## src/rtl/buffer_loader_pkg.sv

```systemverilog
// Shared definitions for the host-side input buffer loader.
// Command codes, parser states and default field sizes.
package buffer_loader_pkg;

  localparam int DEF_BUFFER_LENGTH = 16;
  localparam int DEF_DATA_WIDTH    = 32;
  localparam int DEF_COUNT_WIDTH   = 16;

  localparam int ADDR_BYTES  = DEF_BUFFER_LENGTH / 8;
  localparam int COUNT_BYTES = DEF_COUNT_WIDTH / 8;
  localparam int DATA_BYTES  = DEF_DATA_WIDTH / 8;

  typedef enum logic [7:0] {
    CMD_NOP         = 8'h00,
    CMD_BURST_WRITE = 8'h01
  } LoaderCmd;

  typedef enum logic [2:0] {
    ST_CMD   = 3'd0,
    ST_ADDR  = 3'd1,
    ST_COUNT = 3'd2,
    ST_DATA  = 3'd3,
    ST_PUSH  = 3'd4
  } LoaderState;

  function automatic int nbytes(input int width);
    return width / 8;
  endfunction

endpackage

```

## src/rtl/buffer_loader_assembler.sv

```systemverilog
// Little-endian byte shift-in register for one multi-byte field.
// Exposes the word including the byte being shifted this cycle.
module byte_assembler #(
  parameter int W = 32
) (
  input  logic         clk,
  input  logic         reset,
  input  logic         shift,
  input  logic [7:0]   byte_in,
  output logic [W-1:0] word,
  output logic         last
);

  localparam int N  = W / 8;
  localparam int IW = (N > 1) ? $clog2(N) : 1;

  logic [W-1:0]  value;
  logic [IW-1:0] idx;

  assign word = (value >> 8) | ({{(W-8){1'b0}}, byte_in} << (W - 8));
  assign last = shift && (idx == IW'(N - 1));

  // shift bytes in LSB first, wrap the index after the final byte
  always_ff @(posedge clk or negedge reset) begin
    if (!reset) begin
      value <= '0;
      idx   <= '0;
    end else if (shift) begin
      value <= word;
      idx   <= last ? '0 : idx + 1'b1;
    end
  end

endmodule

```

## src/rtl/buffer_loader.sv

```systemverilog
// Host byte stream parser that pushes {addr, data} entries
// into the accelerator input buffer FIFO.
module buffer_loader
  import buffer_loader_pkg::*;
#(
  parameter int BUFFER_LENGTH = DEF_BUFFER_LENGTH,
  parameter int DATA_WIDTH    = DEF_DATA_WIDTH,
  parameter int COUNT_WIDTH   = DEF_COUNT_WIDTH
) (
  input  logic                     clk,
  input  logic                     reset,
  input  logic                     in_valid,
  input  logic [7:0]               in_data,
  output logic                     in_ready,
  input  logic                     buffer_full,
  output logic                     buffer_write_enable,
  output logic [BUFFER_LENGTH-1:0] buffer_write_addr,
  output logic [DATA_WIDTH-1:0]    buffer_write_data,
  output logic                     busy,
  output logic                     protocol_error,
  output logic [COUNT_WIDTH-1:0]   words_written
);

  LoaderState state, state_nxt;

  logic                     ready_en;
  logic                     accept;
  logic                     is_burst;
  logic                     is_nop;
  logic [BUFFER_LENGTH-1:0] addr_q;
  logic [DATA_WIDTH-1:0]    data_q;
  logic [COUNT_WIDTH-1:0]   remaining;
  logic [COUNT_WIDTH-1:0]   wcount;
  logic                     perr_q;

  logic [BUFFER_LENGTH-1:0] addr_word;
  logic [COUNT_WIDTH-1:0]   count_word;
  logic [DATA_WIDTH-1:0]    data_word;
  logic                     addr_last;
  logic                     count_last;
  logic                     data_last;

  assign accept   = in_valid && in_ready;
  assign is_burst = (in_data == CMD_BURST_WRITE);
  assign is_nop   = (in_data == CMD_NOP);

  byte_assembler #(.W(BUFFER_LENGTH)) u_addr (
    .clk     (clk),
    .reset   (reset),
    .shift   (accept && state == ST_ADDR),
    .byte_in (in_data),
    .word    (addr_word),
    .last    (addr_last)
  );

  byte_assembler #(.W(COUNT_WIDTH)) u_count (
    .clk     (clk),
    .reset   (reset),
    .shift   (accept && state == ST_COUNT),
    .byte_in (in_data),
    .word    (count_word),
    .last    (count_last)
  );

  byte_assembler #(.W(DATA_WIDTH)) u_data (
    .clk     (clk),
    .reset   (reset),
    .shift   (accept && state == ST_DATA),
    .byte_in (in_data),
    .word    (data_word),
    .last    (data_last)
  );

  // parser state register
  always_ff @(posedge clk or negedge reset) begin
    if (!reset) state <= ST_CMD;
    else        state <= state_nxt;
  end

  // next-state decode
  always_comb begin
    state_nxt = state;
    unique case (state)
      ST_CMD:
        if (accept && is_burst) state_nxt = ST_ADDR;
      ST_ADDR:
        if (addr_last) state_nxt = ST_COUNT;
      ST_COUNT:
        if (count_last)
          state_nxt = (count_word == '0) ? ST_CMD : ST_DATA;
      ST_DATA:
        if (data_last) state_nxt = ST_PUSH;
      ST_PUSH:
        if (buffer_write_enable)
          state_nxt = (remaining == COUNT_WIDTH'(1)) ? ST_CMD : ST_DATA;
      default:
        state_nxt = ST_CMD;
    endcase
  end

  // handshake and status outputs
  always_comb begin
    in_ready            = ready_en && (state != ST_PUSH);
    buffer_write_enable = (state == ST_PUSH) && !buffer_full;
    busy                = (state != ST_CMD);
  end

  // field capture, address walk and push accounting
  always_ff @(posedge clk or negedge reset) begin
    if (!reset) begin
      ready_en  <= 1'b0;
      addr_q    <= '0;
      data_q    <= '0;
      remaining <= '0;
      wcount    <= '0;
      perr_q    <= 1'b0;
    end else begin
      ready_en <= 1'b1;
      perr_q   <= accept && (state == ST_CMD) && !is_burst && !is_nop;
      if (addr_last)
        addr_q <= addr_word;
      else if (buffer_write_enable)
        addr_q <= addr_q + 1'b1;
      if (count_last)
        remaining <= count_word;
      else if (buffer_write_enable)
        remaining <= remaining - 1'b1;
      if (data_last)
        data_q <= data_word;
      if (buffer_write_enable)
        wcount <= wcount + 1'b1;
    end
  end

  assign buffer_write_addr = addr_q;
  assign buffer_write_data = data_q;
  assign protocol_error    = perr_q;
  assign words_written     = wcount;

endmodule
```

## config.mk

```make
export PLATFORM = sky130hd
export DESIGN_NAME = buffer_loader
export DESIGN_NICKNAME = d
export VERILOG_FILES = /design/src/rtl/buffer_loader_pkg.sv /design/src/rtl/buffer_loader_assembler.sv /design/src/rtl/buffer_loader.sv
export SDC_FILE = /design/constraint.sdc
export NUM_CORES = 1
export LEC_CHECK = 0
export CAP_MARGIN = 15
export CORE_UTILIZATION = 45
export CTS_CLUSTER_SIZE = 30
export DETAILED_ROUTE_END_ITERATION = 6
export PLACE_DENSITY = 0.71
export SETUP_SLACK_MARGIN = 0.1
export SYNTH_ARGS = -nofsm -noshare
export SYNTH_HDL_FRONTEND = slang
export SYNTH_SLANG_ARGS = --single-unit
```

## constraint.sdc

```tcl
create_clock -name clk -period 5.5 [get_ports clk]
set_input_delay 1.1 -clock clk [delete_from_list [all_inputs] [get_ports clk]]
set_output_delay 1.1 -clock clk [all_outputs]
set_load 0.01 [all_outputs]
```

# Word-level counts from Yosys, hierarchy flattened

Index checks and enable logic that the tools add are counted.

Input port bits: 12
Word-level logic and storage cells: 73
Output and inout bits: 68
Flip-flop bits (word level): 153

Equality and inequality tests: 13
Add/sub/neg operators: 6
Reductions and logical operators: 23
Bitwise operators: 3
Muxes and demuxes: 15

Operators by type and width:

| operator              | number |
|---|---|
| $mux 16               | 4 |
| $add 16x1->16 const B | 2 |
| $or 24x32->32         | 1 |
| $or 8x16->16          | 2 |
| $eq 16x1->1 const B   | 1 |
| $logic_not 16->1      | 1 |
| $sub 16x1->16 const B | 1 |
| $mux 3                | 5 |
| $pmux 3 s5            | 1 |
| $logic_and 1x1->1     | 13 |
| $eq 8x1->1 const B    | 1 |
| $logic_not 8->1       | 1 |
| $eq 3x2->1 const B    | 2 |
| $mux 2                | 3 |
| $ne 2x1->1 const B    | 3 |
| $reduce_and 5->1      | 1 |
| $ne 2x2->1 const B    | 2 |
| $reduce_bool 2->1     | 2 |
| $eq 3x1->1 const B    | 1 |
| $eq 3x3->1 const B    | 1 |
| $logic_not 1->1       | 3 |
| $logic_not 3->1       | 1 |
| $ne 3x3->1 const B    | 1 |
| $reduce_bool 3->1     | 1 |
| 4 further kinds       | 6 |

# Depth between registers and ports, before layout

Depth after elaboration: 7
Depth in mapped cells: 10
Gate-level depth less buffers: 6

# By module

Synthesis repeated with hierarchy kept, for this count alone.

Cells, all modules: 504
Area total of the unflattened synthesis: 6053.3 um^2

Modules (own cells, without submodules):

| module                      | area each (um^2) | times used | seq. area each (um^2) | cells each |
|---|---|---|---|---|
| buffer_loader               | 4038.9           | 1          | 2127.0                | 382 |
| byte_assembler (u_data)     | 1148.6           | 1          | 650.6                 | 66 |
| byte_assembler (u_addr ...) | 432.9            | 2          | 225.2                 | 28 |

# Worst setup path after synthesis

Ideal clock, no wire load.

Path kind: input to output
Start: input port buffer_full
End: output port buffer_write_enable
Path slack: 2.323 ns
Stages on the path: 5
Data arrival time: 2.077 ns
Required time: 4.400 ns
Path buffers: 3
Cells stage by stage: or4b_1 > buf_4 > clkinv_4 > buf_6 > buf_4

Cells in the longest elaborated chain, start to end: 2

RTL lines:

| item              | line                 | text |
|---|---|---|
| start, declared   | buffer_loader.sv:15  | `input logic buffer_full,` |
| $logic_not 1->1   | buffer_loader.sv:104 | `buffer_write_enable = (state == ST_PUSH) && !buffer_full;` |
| $logic_and 1x1->1 | buffer_loader.sv:104 |  |
| end, declared     | buffer_loader.sv:16  | `output logic buffer_write_enable,` |

Every way passes these cells.

# Worst setup path after layout

Same ends and word-level chain as after synthesis.

==> run_results.csv <==
group,metric,value,unit
run_status,run_status,"completed",
sta,whs,465,ps
pwr,powerDensity,438,nW/um^2
logic_synthesis,synth_ff_type,"dfrtp_1",
logic_synthesis,synth_xor_area_share,5.02,%
detailed_routing,drtIter0Drc,389,
detailed_routing,wl,12800,um
pwr,finalPower,3.17,mW
clocking,cts_setup_buffers,0,
detailed_routing,wl_per_cell,17.4,um
logic_synthesis,netlist.area_leader.share,56.1,%
logic_synthesis,synth_fa_ha_area_share,1.09,%
logic_synthesis,syn_area_per_cell,12.2,um^2
sta,finClkSkew,7.31,ps
logic_synthesis,synth_edf_count,0,
detailed_routing,avgViaCountPerCell,5.52,
worst_setup_path,cp_cell_sequence,"clkdlybuf4s50_1 > or4b_1 > clkinv_4 > clkdlybuf4s50_1",
sta,hold_viol_final,0,
detailed_routing,via_count,4055,
pwr,ir_worst_vdd,0.196,mV
logic_synthesis,synth_compound_area_share,6.37,%
floorplanning,fp.dieArea,13200,um^2
worst_setup_path,r2r.worst_path.cells,6,
cells_and_area,nNetsFinal,571,
logic_synthesis,synthArstFlopShare,100,%
sta,timing.final.crit_share,79.5,%
pwr,p_leak,3.27,nW
placement,placed_area,6680,um^2
cells_and_area,drive_gt1_share,21.2,%
sta,tns,0,ps
worst_setup_path,cp.arrival,3270,ps
worst_setup_path,path_class,"input port to output pin",
placement,port_buffers,79,
cells_and_area,final_core_util,59.1,%
placement,routabilityCongestion,0.858,
logic_synthesis,synthesis.nets,488,
worst_setup_path,startpoint_type,"input port",
logic_synthesis,yosysSeqAreaShare,56.1,%
logic_synthesis,synth_area_leaders,"dfrtp_1, mux2_2, xnor2_1, nand2_1, mux2_1",
logic_synthesis,synth-seq-cells,129,
worst_setup_path,slowest_delay,840,ps
clocking,worstSkewPairLatency,410,ps
clocking,cts_resized,0,
cells_and_area,postLayoutCellArea,7240,um^2
clocking,cts_buffers,17,
worst_hold_path,worstHoldStart,"words_written[15]",
cells_and_area,final_common_cell,"dfrtp_1",
cells_and_area,area_growth,25.8,%
worst_setup_path,regToRegSetupSlack,2920,ps
clocking,cts_root_buf,"clkbuf_16",
floorplanning,rows,40,
floorplanning,die_h,115,um
global_routing,overflow,0,
worst_setup_path,reg2reg_from,"state[1]",
worst_setup_path,cpMostUsedCell,"clkdlybuf4s50_1",
logic_synthesis,synth_top_family_by_area,"multiplexers",
logic_synthesis,synth-simple-area-share,13.6,%
global_routing,grt_pass1_wl,21400,um
clocking,cts_max_level,4,
global_routing,grt_max_degree,55,
logic_synthesis,synth.mux.area_fraction,14.8,%
sta,setup_viol,0,
worst_setup_path,r2r_end,"words_written[13]",
global_routing,antenna_found_initial,0,
logic_synthesis,yosys.area.top_type,"dfrtp_1",
detailed_routing,firstDrtPassIters,4,
cells_and_area,fin_cells,734,
worst_setup_path,crit_required,4400,ps
worst_setup_path,worst-path-max-fanout,21,
global_routing,grt_pass1_vias,4201,
placement,dp_slack,1140,ps
floorplanning,pin_count,80,
floorplanning,core_area,12300,um^2
worst_setup_path,cp_slowest_cell,"or4b_1",
logic_synthesis,synth.distinct_cells,53,
clocking,clk_pin_slew_worst_paths,50,ps
sta,max_freq,229,MHz
floorplanning,start_util,46.9,%
worst_hold_path,min_path_cells,1,
clocking,holdBufCountCts,0,
placement,post-place-cells,703,
sta,slew_viol_final,0,
sta,finalWorstSetupSlack,1130,ps
clocking,clockBufferDepth,2,
global_routing,grt_usage,21.5,%
logic_synthesis,synth_cells,471,
sta,timing_worst_slew_pin_value,724,ps
floorplanning,fp.dieW,115,um
detailed_routing,drc_errors,0,
clocking,cts_tree,"built",
worst_hold_path,min_to,"words_written[15]",
detailed_routing,ant_nets,0,
cells_and_area,mostFrequentLayoutCells,"dfrtp_1, clkdlybuf4s50_1, mux2_2, nand2_1, xnor2_1",
sta,rsz0062_at_grt,"no",
logic_synthesis,synthesis.area,5760,um^2
worst_hold_path,hold_path_class,"flip-flop to flip-flop",
sta,period_needed,4370,ps
cells_and_area,diodes,0,
run,cap_violations,0,
logic_synthesis,yosysWarnings,0,
worst_setup_path,critPathCaptureType,"output pin",
placement,place_hpwl,8360,um
sta,slew_headroom,51.7,%
clocking,clock-sinks,129,
## how the worst max path moves through the flow
stage	end	start	slack, ps	cells past startpoint
after floorplan	buffer_write_enable	buffer_full	2320	5
after global placement	buffer_write_enable	buffer_full	1160	4
after detailed placement	buffer_write_enable	buffer_full	1140	4
after CTS	buffer_write_enable	buffer_full	1140	4
after global routing	buffer_write_enable	buffer_full	1050	4
final	buffer_write_enable	buffer_full	1130	4
## routing by layer
metal | routed length [um] | GRT usage, % | vias to the layer above | share of wire [%]
met5 | 0 | 0 | - | 0
met4 | 272 | 8.83 | 0 | 2.1
met3 | 695 | 6.33 | 24 | 5.4
met2 | 6340 | 34.8 | 123 | 49
met1 | 5500 | 27.0 | 2055 | 43
li1 | - | - | 1853 | -
## cell usage after synthesis (3+ instances only)
library cell  count
dfrtp_1         129
mux2_2           65
nand2_1          45
xnor2_1          22
nor2_1           21
nand3_1          19
o21ai_1          12
o21ai_0          11
xor2_1           11
buf_2            10
inv_1            10
nand4_1          10
mux2_1            9
nor3_1            7
nor4_1            7
clkbuf_1          6
a21oi_1           5
a221o_1           5
ha_1              5
a22oi_1           4
a31oi_1           4
or4_1             4
a211oi_1          3
buf_6             3
nor3_2            3
o211ai_1          3
## cells by family after synthesis
logic type                 count (synthesis)
other                                      1
adders and majority gates                  5
AOI/OAI and AO/OA                         56
buffers and inverters                     32
xor gates and xnor gates                  33
muxes                                     76
and+or+nand+nor                          139
DFF                                      129
## sequential cells by signal, indices dropped and copies added, names as in the netlist
signal and cells:
remaining 16, u_count.idx 1, words_written 16, state 3
u_addr.value 8, ready_en 1, protocol_error 1, buffer_write_addr 16
buffer_write_data 32, u_data.idx 2, u_data.value 24, u_count.value 8
u_addr.idx 1
## worst max-delay path: cells and delay by family
kind	cells	cell delay, ps
buffers and inverters	3	1340
and+or+nand+nor	1	840
## where the power goes
group | total, mW | internal [mW] | leakage [nW] | switching (mW)
clock network | 1.04 | 0.650 | 0.270 | 0.393
registers | 1.42 | 1.17 | 1.72 | 0.247
logic | 0.711 | 0.384 | 1.28 | 0.327
## cell type report
class,count,area (um^2)
Fill cell,1009,5020
Sequential cell,129,3230
Inverter,11,46.3
Clock buffer,21,470
Clock inverter,10,86.3
Timing Repair Buffer,85,833
Multi-Input combinational cell,310,2370
Tap cell,168,210
(Power assumes the default switching activity.)
